$ cat config.mk
export PLATFORM = sky130hd
export DESIGN_NAME = mem_req_arbiter_flat
export DESIGN_NICKNAME = d
export VERILOG_FILES = /design/src/rtl/mem_req_arbiter_pkg.sv /design/src/rtl/mem_req_arbiter_if.sv /design/src/rtl/mem_req_arbiter_addr_xlate.sv /design/src/rtl/mem_req_arbiter.sv /design/src/flat_wrapper.sv
export SDC_FILE = /design/constraint.sdc
export NUM_CORES = 1
export LEC_CHECK = 0
export ABC_AREA = 0
export BUFFER_PORTS_ARGS = -buffer_cell sky130_fd_sc_hd__buf_4
export CAP_MARGIN = 20
export CORE_ASPECT_RATIO = 0.75
export CORE_UTILIZATION = 48
export CTS_CLUSTER_SIZE = 14
export DETAILED_ROUTE_END_ITERATION = 8
export PLACE_DENSITY = 0.8
export RECOVER_POWER = 50
export SYNTH_ARGS = -nofsm -noshare
export SYNTH_HDL_FRONTEND = slang
export SYNTH_SLANG_ARGS = --single-unit
$ cat constraint.sdc
create_clock -name clk -period 2.3 [get_ports clk]
set_input_delay 0.345 -clock clk [delete_from_list [all_inputs] [get_ports clk]]
set_output_delay 0.345 -clock clk [all_outputs]
set_load 0.01 [all_outputs]
$ cat src/rtl/mem_req_arbiter_pkg.sv
// Shared types and constants for the CPU-to-cache request arbiter:
// FSM state encoding and kseg0/kseg1 translation constants.
package mem_if_pkg;

  typedef enum logic [2:0] {
    ST_IDLE,
    ST_D_REQ,
    ST_D_WAIT,
    ST_I_REQ,
    ST_I_WAIT,
    ST_DONE
  } arb_state_e;

  localparam logic [2:0]  UNCACHED_SEG_DEF = 3'b101;
  localparam logic [1:0]  KSEG01           = 2'b10;
  localparam logic [31:0] XLATE_MASK       = 32'h1FFF_FFFF;

endpackage

$ cat src/rtl/mem_req_arbiter_if.sv
// Downstream cache/uncached request channel between the arbiter (master)
// and the cache/AXI bridge (slave).
interface mem_req_arbiter_if #(
  parameter int DATA_W = 32
);

  logic                  mem_req;
  logic [31:0]           mem_addr;
  logic [DATA_W/8-1:0]   mem_wen;
  logic [DATA_W-1:0]     mem_wdata;
  logic                  mem_is_cache;
  logic                  mem_ready;
  logic                  mem_valid;
  logic [DATA_W-1:0]     mem_rdata;

  modport master (
    output mem_req, mem_addr, mem_wen, mem_wdata, mem_is_cache,
    input  mem_ready, mem_valid, mem_rdata
  );

  modport slave (
    input  mem_req, mem_addr, mem_wen, mem_wdata, mem_is_cache,
    output mem_ready, mem_valid, mem_rdata
  );

endinterface

$ cat src/rtl/mem_req_arbiter_addr_xlate.sv
// Combinational virtual-to-physical translation: kseg0/kseg1 fold onto the
// low 512 MB, everything else passes through; flags the uncached segment.
module addr_xlate
  import mem_if_pkg::*;
#(
  parameter logic [2:0] UNCACHED_SEG = UNCACHED_SEG_DEF
) (
  input  logic [31:0] vaddr_i,
  output logic [31:0] paddr_o,
  output logic        is_cache_o
);

  assign paddr_o    = (vaddr_i[31:30] == KSEG01) ? (vaddr_i & XLATE_MASK) : vaddr_i;
  assign is_cache_o = (vaddr_i[31:29] != UNCACHED_SEG);

endmodule

$ cat src/rtl/mem_req_arbiter.sv
// Serialises one fetch and at most one data access per pipeline step onto a
// single downstream request channel, buffering read data and holding stall.
module mem_req_arbiter
  import mem_if_pkg::*;
#(
  parameter int         DATA_W       = 32,
  parameter logic [2:0] UNCACHED_SEG = UNCACHED_SEG_DEF,
  parameter bit         DATA_FIRST   = 1'b1
) (
  input  logic                clk,
  input  logic                rst,
  input  logic                flush_i,
  input  logic                inst_req_i,
  input  logic [31:0]         inst_vaddr_i,
  output logic [DATA_W-1:0]   inst_rdata_o,
  input  logic                data_ren_i,
  input  logic [DATA_W/8-1:0] data_wen_i,
  input  logic [31:0]         data_vaddr_i,
  input  logic [DATA_W-1:0]   data_wdata_i,
  output logic [DATA_W-1:0]   data_rdata_o,
  output logic                stall_o,
  mem_req_arbiter_if.master   mem_bus
);

  localparam int BE_W = DATA_W / 8;

  arb_state_e        state_q, state_d;
  logic              stall_q, mem_req_q;
  logic              drop_q, drop_d;
  logic              d_pend_q, d_pend_d;
  logic              d_load_q, d_load_d;
  logic              i_pend_q, i_pend_d;
  logic [BE_W-1:0]   d_wen_q, d_wen_d;
  logic [31:0]       d_vaddr_q, d_vaddr_d;
  logic [31:0]       i_vaddr_q, i_vaddr_d;
  logic [DATA_W-1:0] d_wdata_q, d_wdata_d;
  logic [DATA_W-1:0] i_rdata_q, i_rdata_d;
  logic [DATA_W-1:0] d_rdata_q, d_rdata_d;

  logic        data_op, sel_data, in_req, in_wait, complete, kill;
  logic [31:0] sel_vaddr, paddr;
  logic        is_cache;

  assign data_op   = data_ren_i || (data_wen_i != '0);
  assign sel_data  = (state_q == ST_D_REQ) || (state_q == ST_D_WAIT);
  assign in_req    = (state_q == ST_D_REQ) || (state_q == ST_I_REQ);
  assign in_wait   = (state_q == ST_D_WAIT) || (state_q == ST_I_WAIT);
  assign complete  = (in_req && mem_bus.mem_ready && mem_bus.mem_valid) ||
                     (in_wait && mem_bus.mem_valid);
  assign kill      = drop_q || flush_i;
  assign sel_vaddr = sel_data ? d_vaddr_q : i_vaddr_q;

  always_comb begin
    state_d   = state_q;
    d_pend_d  = d_pend_q;
    d_load_d  = d_load_q;
    i_pend_d  = i_pend_q;
    d_wen_d   = d_wen_q;
    d_vaddr_d = d_vaddr_q;
    i_vaddr_d = i_vaddr_q;
    d_wdata_d = d_wdata_q;
    i_rdata_d = i_rdata_q;
    d_rdata_d = d_rdata_q;
    drop_d    = 1'b0;

    case (state_q)
      ST_IDLE: begin
        if (!flush_i) begin
          // A simultaneous load and store keeps only the load.
          d_pend_d  = data_op;
          d_load_d  = data_ren_i;
          d_wen_d   = data_ren_i ? '0 : data_wen_i;
          d_vaddr_d = data_vaddr_i;
          d_wdata_d = data_wdata_i;
          i_pend_d  = inst_req_i;
          i_vaddr_d = inst_vaddr_i;
          if (data_op && (DATA_FIRST || !inst_req_i)) state_d = ST_D_REQ;
          else if (inst_req_i)                        state_d = ST_I_REQ;
          else                                        state_d = ST_DONE;
        end
      end
      ST_D_REQ, ST_I_REQ: begin
        if (mem_bus.mem_ready) state_d = sel_data ? ST_D_WAIT : ST_I_WAIT;
        else if (flush_i)      state_d = ST_IDLE;
      end
      ST_D_WAIT, ST_I_WAIT: state_d = state_q;
      ST_DONE:              state_d = ST_IDLE;
      default:              state_d = ST_IDLE;
    endcase

    // Completion overrides the REQ/WAIT transitions above.
    if (complete) begin
      if (kill) begin
        state_d = ST_IDLE;
      end else begin
        if (sel_data) begin
          d_pend_d = 1'b0;
          if (d_load_q) d_rdata_d = mem_bus.mem_rdata;
        end else begin
          i_pend_d  = 1'b0;
          i_rdata_d = mem_bus.mem_rdata;
        end
        if (sel_data ? i_pend_q : d_pend_q) state_d = sel_data ? ST_I_REQ : ST_D_REQ;
        else                                state_d = ST_DONE;
      end
    end

    if ((state_d == ST_D_REQ) || (state_d == ST_I_REQ) ||
        (state_d == ST_D_WAIT) || (state_d == ST_I_WAIT))
      drop_d = drop_q || flush_i;
  end

  always_ff @(posedge clk) begin
    if (rst) begin
      state_q   <= ST_IDLE;
      stall_q   <= 1'b1;
      mem_req_q <= 1'b0;
      drop_q    <= 1'b0;
      d_pend_q  <= 1'b0;
      d_load_q  <= 1'b0;
      i_pend_q  <= 1'b0;
      d_wen_q   <= '0;
      d_vaddr_q <= '0;
      i_vaddr_q <= '0;
      d_wdata_q <= '0;
      i_rdata_q <= '0;
      d_rdata_q <= '0;
    end else begin
      state_q   <= state_d;
      stall_q   <= (state_d != ST_DONE);
      mem_req_q <= (state_d == ST_D_REQ) || (state_d == ST_I_REQ);
      drop_q    <= drop_d;
      d_pend_q  <= d_pend_d;
      d_load_q  <= d_load_d;
      i_pend_q  <= i_pend_d;
      d_wen_q   <= d_wen_d;
      d_vaddr_q <= d_vaddr_d;
      i_vaddr_q <= i_vaddr_d;
      d_wdata_q <= d_wdata_d;
      i_rdata_q <= i_rdata_d;
      d_rdata_q <= d_rdata_d;
    end
  end

  addr_xlate #(
    .UNCACHED_SEG(UNCACHED_SEG)
  ) u_xlate (
    .vaddr_i    (sel_vaddr),
    .paddr_o    (paddr),
    .is_cache_o (is_cache)
  );

  assign mem_bus.mem_req      = mem_req_q;
  assign mem_bus.mem_addr     = paddr;
  assign mem_bus.mem_is_cache = is_cache;
  assign mem_bus.mem_wen      = sel_data ? d_wen_q : '0;
  assign mem_bus.mem_wdata    = d_wdata_q;

  assign stall_o      = stall_q;
  assign inst_rdata_o = i_rdata_q;
  assign data_rdata_o = d_rdata_q;

endmodule

$ cat src/flat_wrapper.sv
// flat-port wrapper written by rule: the top's interface ports become plain ports
module mem_req_arbiter_flat import mem_if_pkg::*;
#(
  parameter int         DATA_W       = 32,
  parameter logic [2:0] UNCACHED_SEG = UNCACHED_SEG_DEF,
  parameter bit         DATA_FIRST   = 1'b1
)
  (clk, rst, flush_i, inst_req_i, inst_vaddr_i, inst_rdata_o, data_ren_i, data_wen_i, data_vaddr_i, data_wdata_i, data_rdata_o, stall_o, mem_bus_mem_req, mem_bus_mem_addr, mem_bus_mem_wen, mem_bus_mem_wdata, mem_bus_mem_is_cache, mem_bus_mem_ready, mem_bus_mem_valid, mem_bus_mem_rdata);
  mem_req_arbiter_if #(.DATA_W(DATA_W)) mem_bus_i ();
  input  logic clk;
  input  logic rst;
  input  logic flush_i;
  input  logic inst_req_i;
  input  logic [31:0] inst_vaddr_i;
  output logic [DATA_W-1:0] inst_rdata_o;
  input  logic data_ren_i;
  input  logic [DATA_W/8-1:0] data_wen_i;
  input  logic [31:0] data_vaddr_i;
  input  logic [DATA_W-1:0] data_wdata_i;
  output logic [DATA_W-1:0] data_rdata_o;
  output logic stall_o;
  output wire logic [$bits(mem_bus_i.mem_req)-1:0] mem_bus_mem_req;
  output wire logic [$bits(mem_bus_i.mem_addr)-1:0] mem_bus_mem_addr;
  output wire logic [$bits(mem_bus_i.mem_wen)-1:0] mem_bus_mem_wen;
  output wire logic [$bits(mem_bus_i.mem_wdata)-1:0] mem_bus_mem_wdata;
  output wire logic [$bits(mem_bus_i.mem_is_cache)-1:0] mem_bus_mem_is_cache;
  input wire logic [$bits(mem_bus_i.mem_ready)-1:0] mem_bus_mem_ready;
  input wire logic [$bits(mem_bus_i.mem_valid)-1:0] mem_bus_mem_valid;
  input wire logic [$bits(mem_bus_i.mem_rdata)-1:0] mem_bus_mem_rdata;
  assign mem_bus_mem_req = mem_bus_i.mem_req;
  assign mem_bus_mem_addr = mem_bus_i.mem_addr;
  assign mem_bus_mem_wen = mem_bus_i.mem_wen;
  assign mem_bus_mem_wdata = mem_bus_i.mem_wdata;
  assign mem_bus_mem_is_cache = mem_bus_i.mem_is_cache;
  assign mem_bus_i.mem_ready = mem_bus_mem_ready;
  assign mem_bus_i.mem_valid = mem_bus_mem_valid;
  assign mem_bus_i.mem_rdata = mem_bus_mem_rdata;
  mem_req_arbiter #(.DATA_W(DATA_W), .UNCACHED_SEG(UNCACHED_SEG), .DATA_FIRST(DATA_FIRST)) u_core (.clk(clk), .rst(rst), .flush_i(flush_i), .inst_req_i(inst_req_i), .inst_vaddr_i(inst_vaddr_i), .inst_rdata_o(inst_rdata_o), .data_ren_i(data_ren_i), .data_wen_i(data_wen_i), .data_vaddr_i(data_vaddr_i), .data_wdata_i(data_wdata_i), .data_rdata_o(data_rdata_o), .stall_o(stall_o), .mem_bus(mem_bus_i));
endmodule
Word-level counts from Yosys, hierarchy flattened
Index checks and enable logic that the tools add are counted.
{"block": "word_totals", "ff_bits": 173}
{"block": "op_classes", "eq_ne": 11, "n_mux": 26, "n_bitwise": 4, "reduce_logical": 20}
{"op": "2-to-1 mux 32 bit", "n": 2}
{"op": "2-to-1 mux 3 bit", "n": 9}
{"op": "== test 3 x 2 -> 1 bit (second input constant)", "n": 4}
{"op": "2-to-1 mux 1 bit", "n": 11}
{"op": "logical OR 1 bit", "n": 9}
{"op": "case mux 3 bit (3 select lines)", "n": 1}
{"op": "2-to-1 mux 4 bit", "n": 2}
{"op": "== test 3 x 1 -> 1 bit (second input constant)", "n": 2}
{"op": "== test 3 bit (second input constant)", "n": 2}
{"op": "!= test 3 bit (second input constant)", "n": 2}
{"op": "OR reduction 2 bit", "n": 3}
{"op": "NOT 1 bit", "n": 4}
{"op": "AND reduction 4 bit", "n": 1}
{"op": "nonzero test 4 bit", "n": 1}
{"op": "logical AND 1 bit", "n": 3}
{"op": "zero test 3 bit", "n": 1}
{"op": "AND reduction 3 bit", "n": 1}
{"op": "== test 2 bit (second input constant)", "n": 1}
{"op": "2-to-1 mux 2 bit", "n": 1}
{"op": "AND reduction 2 bit", "n": 1}

Logic depth before layout (Yosys ltp)
{"block": "depth", "word_depth": 12, "ltp_mapped": 8, "depth_no_buf": 5}

Hierarchy
From an unflattened synthesis, not the netlist that was laid out.
{"block": "hier_totals", "cells_unflattened": 853, "hier_area_um2": 6800.3}
{"module": "mem_req_arbiter", "instances": 1, "cells_per_inst": 819, "area_per_inst_um2": 6551.3, "seq_area_each_um2": 3463.3}
{"module": "addr_xlate", "instances": 1, "cells_per_inst": 34, "area_per_inst_um2": 249.0, "seq_area_each_um2": 0.0}

Least setup slack after synthesis
Ideal clock, no wire load.
{"block": "synth_path", "path_type": "reg-to-output", "start": "reg u_core.state_q[1]", "end": "out mem_bus_mem_is_cache", "arrival_ns": 1.615, "required_time_ns": 1.955, "path_slack_ns": 0.340, "path_stages_with_launch": 7, "n_path_buf": 2, "path_cell_list": "dfxtp_1 -> buf_6 -> xnor2_1 -> nor2_1 -> clkbuf_1 -> mux2i_1 -> nand2_1"}
{"block": "synth_via", "elab_chain_len": 4, "word_cells_on_any_way": 5, "cone_classes": "eq/ne: 3; mux: 1; reduce/logical: 1"}
{"element": "start, declared", "line_no": "mem_req_arbiter.sv:27", "rtl": "arb_state_e state_q, state_d;"}
{"element": "start signal, assigned", "line_no": "mem_req_arbiter.sv:129", "rtl": "state_q <= state_d;"}
{"element": "== test 3 x 1 -> 1 bit or == test 3 x 2 -> 1 bit (tied branches)", "line_no": "mem_req_arbiter.sv:45", "rtl": "assign sel_data = (state_q == ST_D_REQ) || (state_q == ST_D_WAIT);"}
{"element": "logical OR 1 bit (*)", "line_no": "mem_req_arbiter.sv:45"}
{"element": "2-to-1 mux 32 bit (*)", "line_no": "mem_req_arbiter.sv:51", "rtl": "assign sel_vaddr = sel_data ? d_vaddr_q : i_vaddr_q;"}
{"element": "!= test 3 bit (*)", "line_no": "mem_req_arbiter_addr_xlate.sv:14", "rtl": "assign is_cache_o = (vaddr_i[31:29] != UNCACHED_SEG);"}
{"element": "end, declared", "line_no": "flat_wrapper.sv:26", "rtl": "output wire logic [$bits(mem_bus_i.mem_is_cache)-1:0] mem_bus_mem_is_cache;"}
Every way passes the cells marked *; elsewhere a longest branch is shown, timed or not.

Worst setup path after layout
{"block": "layout_path", "start": "reg u_core.state_q[1]", "end": "out mem_bus_mem_addr[8]"}
{"block": "layout_via", "elab_chain_len": 4, "word_cells_on_any_way": 5, "cone_classes": "eq/ne: 2; mux: 2; reduce/logical: 1"}
{"element": "== test 3 x 1 -> 1 bit or == test 3 x 2 -> 1 bit (tied branches)", "line_no": "mem_req_arbiter.sv:45"}
{"element": "logical OR 1 bit (*)", "line_no": "mem_req_arbiter.sv:45"}
{"element": "2-to-1 mux 32 bit (*)", "line_no": "mem_req_arbiter.sv:51"}
{"element": "2-to-1 mux 32 bit (*)", "line_no": "mem_req_arbiter_addr_xlate.sv:13", "rtl": "assign paddr_o = (vaddr_i[31:30] == KSEG01) ? (vaddr_i & XLATE_MASK) : vaddr_i;"}
{"element": "end, declared", "line_no": "flat_wrapper.sv:23", "rtl": "output wire logic [$bits(mem_bus_i.mem_addr)-1:0] mem_bus_mem_addr;"}
Marked as above.

==> impl_metrics.yaml <==
floorplanning:
  floorplan.io_pins: 274
  die_footprint_um2: 14200
  fp.dieW_um: 137
  num_rows: 36
  initial_utilization: 0.501
  core_region_area_um2: 13200
  floorplan.die.height_um: 104
status:
  status: "completed"
sta:
  fmax_achieved_mhz: 447
  slew_headroom: 0.590
  rsz0062_at_grt: "no"
  fin_setup_tns_ns: 0
  final-hold-violation-count: 0
  worst_slack_ns: 0.0628
  final_period_minus_worst_setup_slack_ns: 2.24
  fin_crit_sh: 0.973
  finalMaxSlewViolations: 0
  finalSetupViolCount: 0
  skew_ns: 0.0168
  worst_pin_slew_ns: 0.609
routing:
  drt_first_pass_iters: 5
  wl_met3_um: 1190
  drc: 0
  m1WireLength_um: 7590
  vias_per_cell: 5.04
  topRoutingLayerUsed: "met4"
  routed-via-count: 6046
  ant_nets: 0
  first_iter_violations: 430
  detailroute.wirelength.met2_um: 8800
  routed_wl_um: 18100
  post_drt_wl_per_cell_um: 15.1
grt:
  grt_pass1_wl_um: 28100
  grt_antenna_before_repair: 0
  grt_start_max_net_pins: 60
  grt_use_total: 0.251
  first_global_vias: 5763
  grt_overflow_total: 0
critical_path:
  data_arrival_at_the_endpoint_of_the_critical_path_ns: 1.89
  timing.reg2reg.setup_slack_ns: 0.22
  worst_setup_path_end_kind: "output port"
  setup.worst_path.start_class: "flip-flop"
  cp.required_ns: 1.96
  timing.critical_path.from: "u_core.state_q[1]$_SDFF_PP0_"
  timing.critical_path.fanout_max: 14
  cp-endpoint: "mem_bus_mem_addr[8]"
  path_class: "flip-flop to output port"
  r2r_cells: 6
  rr_startpoint: "u_core.state_q[0]$_SDFF_PP0_"
  reg_to_reg_critical_path_endpoint: "u_core.i_vaddr_q[9]$_SDFFE_PP0P_"
cts:
  clock-sinks: 173
  clk_transition_reported_paths_ns: 0.08
  cts_root_buffer: "sky130_fd_sc_hd__clkbuf_16"
  clk_path_buf_depth: 2
  cts_tree: "yes"
  cts_buffers: 17
  ctsHtreeMaxLevel: 4
  clock_latency_ns: 0.42
  cts.hold.buffers_added: 0
logic_synthesis:
  post_synth_inst_count: 755
  cell_types_with_the_largest_area_share_after_synthesis: "sky130_fd_sc_hd__dfxtp_1 (52%), sky130_fd_sc_hd__nand2_1 (11%), sky130_fd_sc_hd__mux2i_1 (10%), sky130_fd_sc_hd__a21oi_1 (8.0%), sky130_fd_sc_hd__mux2_2 (4.9%)"
  number_of_enable_type_register_cells_in_the_synthesized_netlist: 0
  ys_seq_area_frac: 0.524
  post_synth_num_cell_types: 34
  mappedNetlistArea_um2: 6610
  synth_nets: 894
  yosysWarnings: 0
  async_flop_share: 0
  yosys_register_bits: 173
  synth.avg_cell_area_um2: 8.75
  yosys.area.top_type: "sky130_fd_sc_hd__dfxtp_1"
  synth-main-ff-cell: "sky130_fd_sc_hd__dfxtp_1"
  post-synth-top-area-fraction: 0.524
final_layout:
  mostFrequentLayoutCells: "sky130_fd_sc_hd__nand2_1 (201), sky130_fd_sc_hd__buf_4 (188), sky130_fd_sc_hd__dfxtp_1 (171), sky130_fd_sc_hd__a21oi_1 (105), sky130_fd_sc_hd__clkbuf_1 (100)"
  layout_commonest_cell: "sky130_fd_sc_hd__nand2_1"
  post_route_cells_drive_above_1_share: 0.259
  area.growth.synth_to_final_pct: 39.0
  fin_nets: 1154
  antenna_cells_inserted: 0
placed_design:
  detailedPlacementHpwl_um: 12800
  global_placer_s_final_weighted_congestion: 0.823
  worst_slack_placed_ns: 0.141
  io_buffers: 273
hold_path:
  worstHoldPathType: "input pin to flip-flop"
power:
  power_density_nw_per_um2: 801
  irDropWorstVdd_mv: 0.644
  leakagePower_nw: 4.27
job:
  max_cap_violations: 0
==> layer usage <==
metal | GRT usage | up-vias
met5 | 0 | -
li1 | - | 3007
met4 | 0.113 | 0
met1 | 0.313 | 2824
met3 | 0.0602 | 39
met2 | 0.405 | 176
==> repair_timing <==
action,4_1_cts,5_1_grt
setup endpoints to repair,35,30
buffers inserted,2,2
cloned,0,0
pin swaps,1,1
gates resized for setup,2,3
==> cells by family (layout without fill, tap and decap cells) <==
kind of cell,count (synthesis),after routing,synth area share
compound gates,121,121,0.0971
xor+xnor,2,2,0.00265
buf+inv,61,334,0.0384
flops,173,173,0.524
mux,96,96,0.151
simple gates,302,302,0.187
==> cell usage after synthesis (2+ instances only) <==
master / n
sky130_fd_sc_hd__inv_1: 5
sky130_fd_sc_hd__nand3_1: 4
sky130_fd_sc_hd__mux2_2: 29
sky130_fd_sc_hd__mux2i_1: 67
sky130_fd_sc_hd__nand3b_1: 6
sky130_fd_sc_hd__dfxtp_1: 173
sky130_fd_sc_hd__buf_2: 8
sky130_fd_sc_hd__nand2b_1: 2
sky130_fd_sc_hd__clkbuf_1: 46
sky130_fd_sc_hd__nor3_1: 4
sky130_fd_sc_hd__nor2_1: 70
sky130_fd_sc_hd__xnor2_1: 2
sky130_fd_sc_hd__a21oi_1: 105
sky130_fd_sc_hd__a211oi_1: 2
sky130_fd_sc_hd__nand2_1: 201
sky130_fd_sc_hd__and2_1: 6
sky130_fd_sc_hd__o21ai_0: 6
sky130_fd_sc_hd__nor4_1: 2
sky130_fd_sc_hd__buf_6: 2
==> area by class of cell <==
cell class | instances | area, µm²
inverter | 5 | 18.8
clock inverter | 14 | 191
fill | 1131 | 4010
multi-input combinational | 521 | 2910
tap | 171 | 214
sequential | 173 | 3470
clock buffer | 18 | 429
timing repair buffer | 297 | 1950
==> worst min-delay path by stage <==
stage	startpoint	to	slack, ns	depth (start not counted)
2_1_floorplan	u_core.d_wen_q[0]$_SDFFE_PP0P_	u_core.d_wen_q[0]$_SDFFE_PP0P_	0.43	2
3_3_place_gp	u_core.d_wen_q[3]$_SDFFE_PP0P_	u_core.d_wen_q[3]$_SDFFE_PP0P_	0.44	2
3_5_place_dp	u_core.d_vaddr_q[0]$_SDFFE_PP0P_	u_core.d_vaddr_q[0]$_SDFFE_PP0P_	0.45	2
4_1_cts	data_wdata_i[0]	u_core.mem_bus.mem_wdata[0]$_SDFFE_PP0P_	0.15	3
5_1_grt	mem_bus_mem_rdata[24]	u_core.data_rdata_o[24]$_SDFFE_PP0P_	0.16	3
6_report	data_wdata_i[6]	u_core.mem_bus.mem_wdata[6]$_SDFFE_PP0P_	0.16	3
==> sequential cells by signal, indices dropped and copies added, names as in the netlist <==
signal / flops
u_core.d_pend_q: 1
u_core.drop_q: 1
u_core.mem_bus.mem_wdata: 32
u_core.i_vaddr_q: 32
u_core.state_q: 3
u_core.stall_o: 1
u_core.d_load_q: 1
u_core.inst_rdata_o: 32
u_core.i_pend_q: 1
u_core.data_rdata_o: 32
u_core.d_wen_q: 4
u_core.mem_bus.mem_req: 1
u_core.d_vaddr_q: 32
==> per-stage QoR <==
| stage | cell area [µm²] | total power, mW | hold slack [ns] | utilization | std cells |
|---|---|---|---|---|---|
| 6_report | 9180 | 7.36 | 0.163 | 0.696 | 1199 |
| 5_1_grt | 9180 | 7.66 | 0.156 | 0.696 | 1199 |
| 4_1_cts | 9530 | 7.44 | 0.154 | 0.722 | 1197 |
| 3_5_place_dp | 8880 | 4.42 | 0.445 | 0.673 | 1163 |
| 3_3_place_gp | 8880 | 4.39 | 0.439 | 0.673 | 1163 |
| 2_1_floorplan | 6610 | 3.87 | 0.427 | - | 755 |
==> critical path: stages (launching register included) <==
cell and delay (ns):
sky130_fd_sc_hd__dfxtp_4 0.38, sky130_fd_sc_hd__xnor2_2 0.15, sky130_fd_sc_hd__nor2_4 0.16, sky130_fd_sc_hd__buf_4 0.15
sky130_fd_sc_hd__buf_12 0.14, sky130_fd_sc_hd__mux2_2 0.35, sky130_fd_sc_hd__buf_4 0.14
==> report_power, final <==
part / internal, mW / switching [mW]
combinational: 0.533 / 0.558
sequential: 3.15 / 0.0904
clock: 1.76 / 1.27
Note: power is estimated with default switching activity, not from simulation.
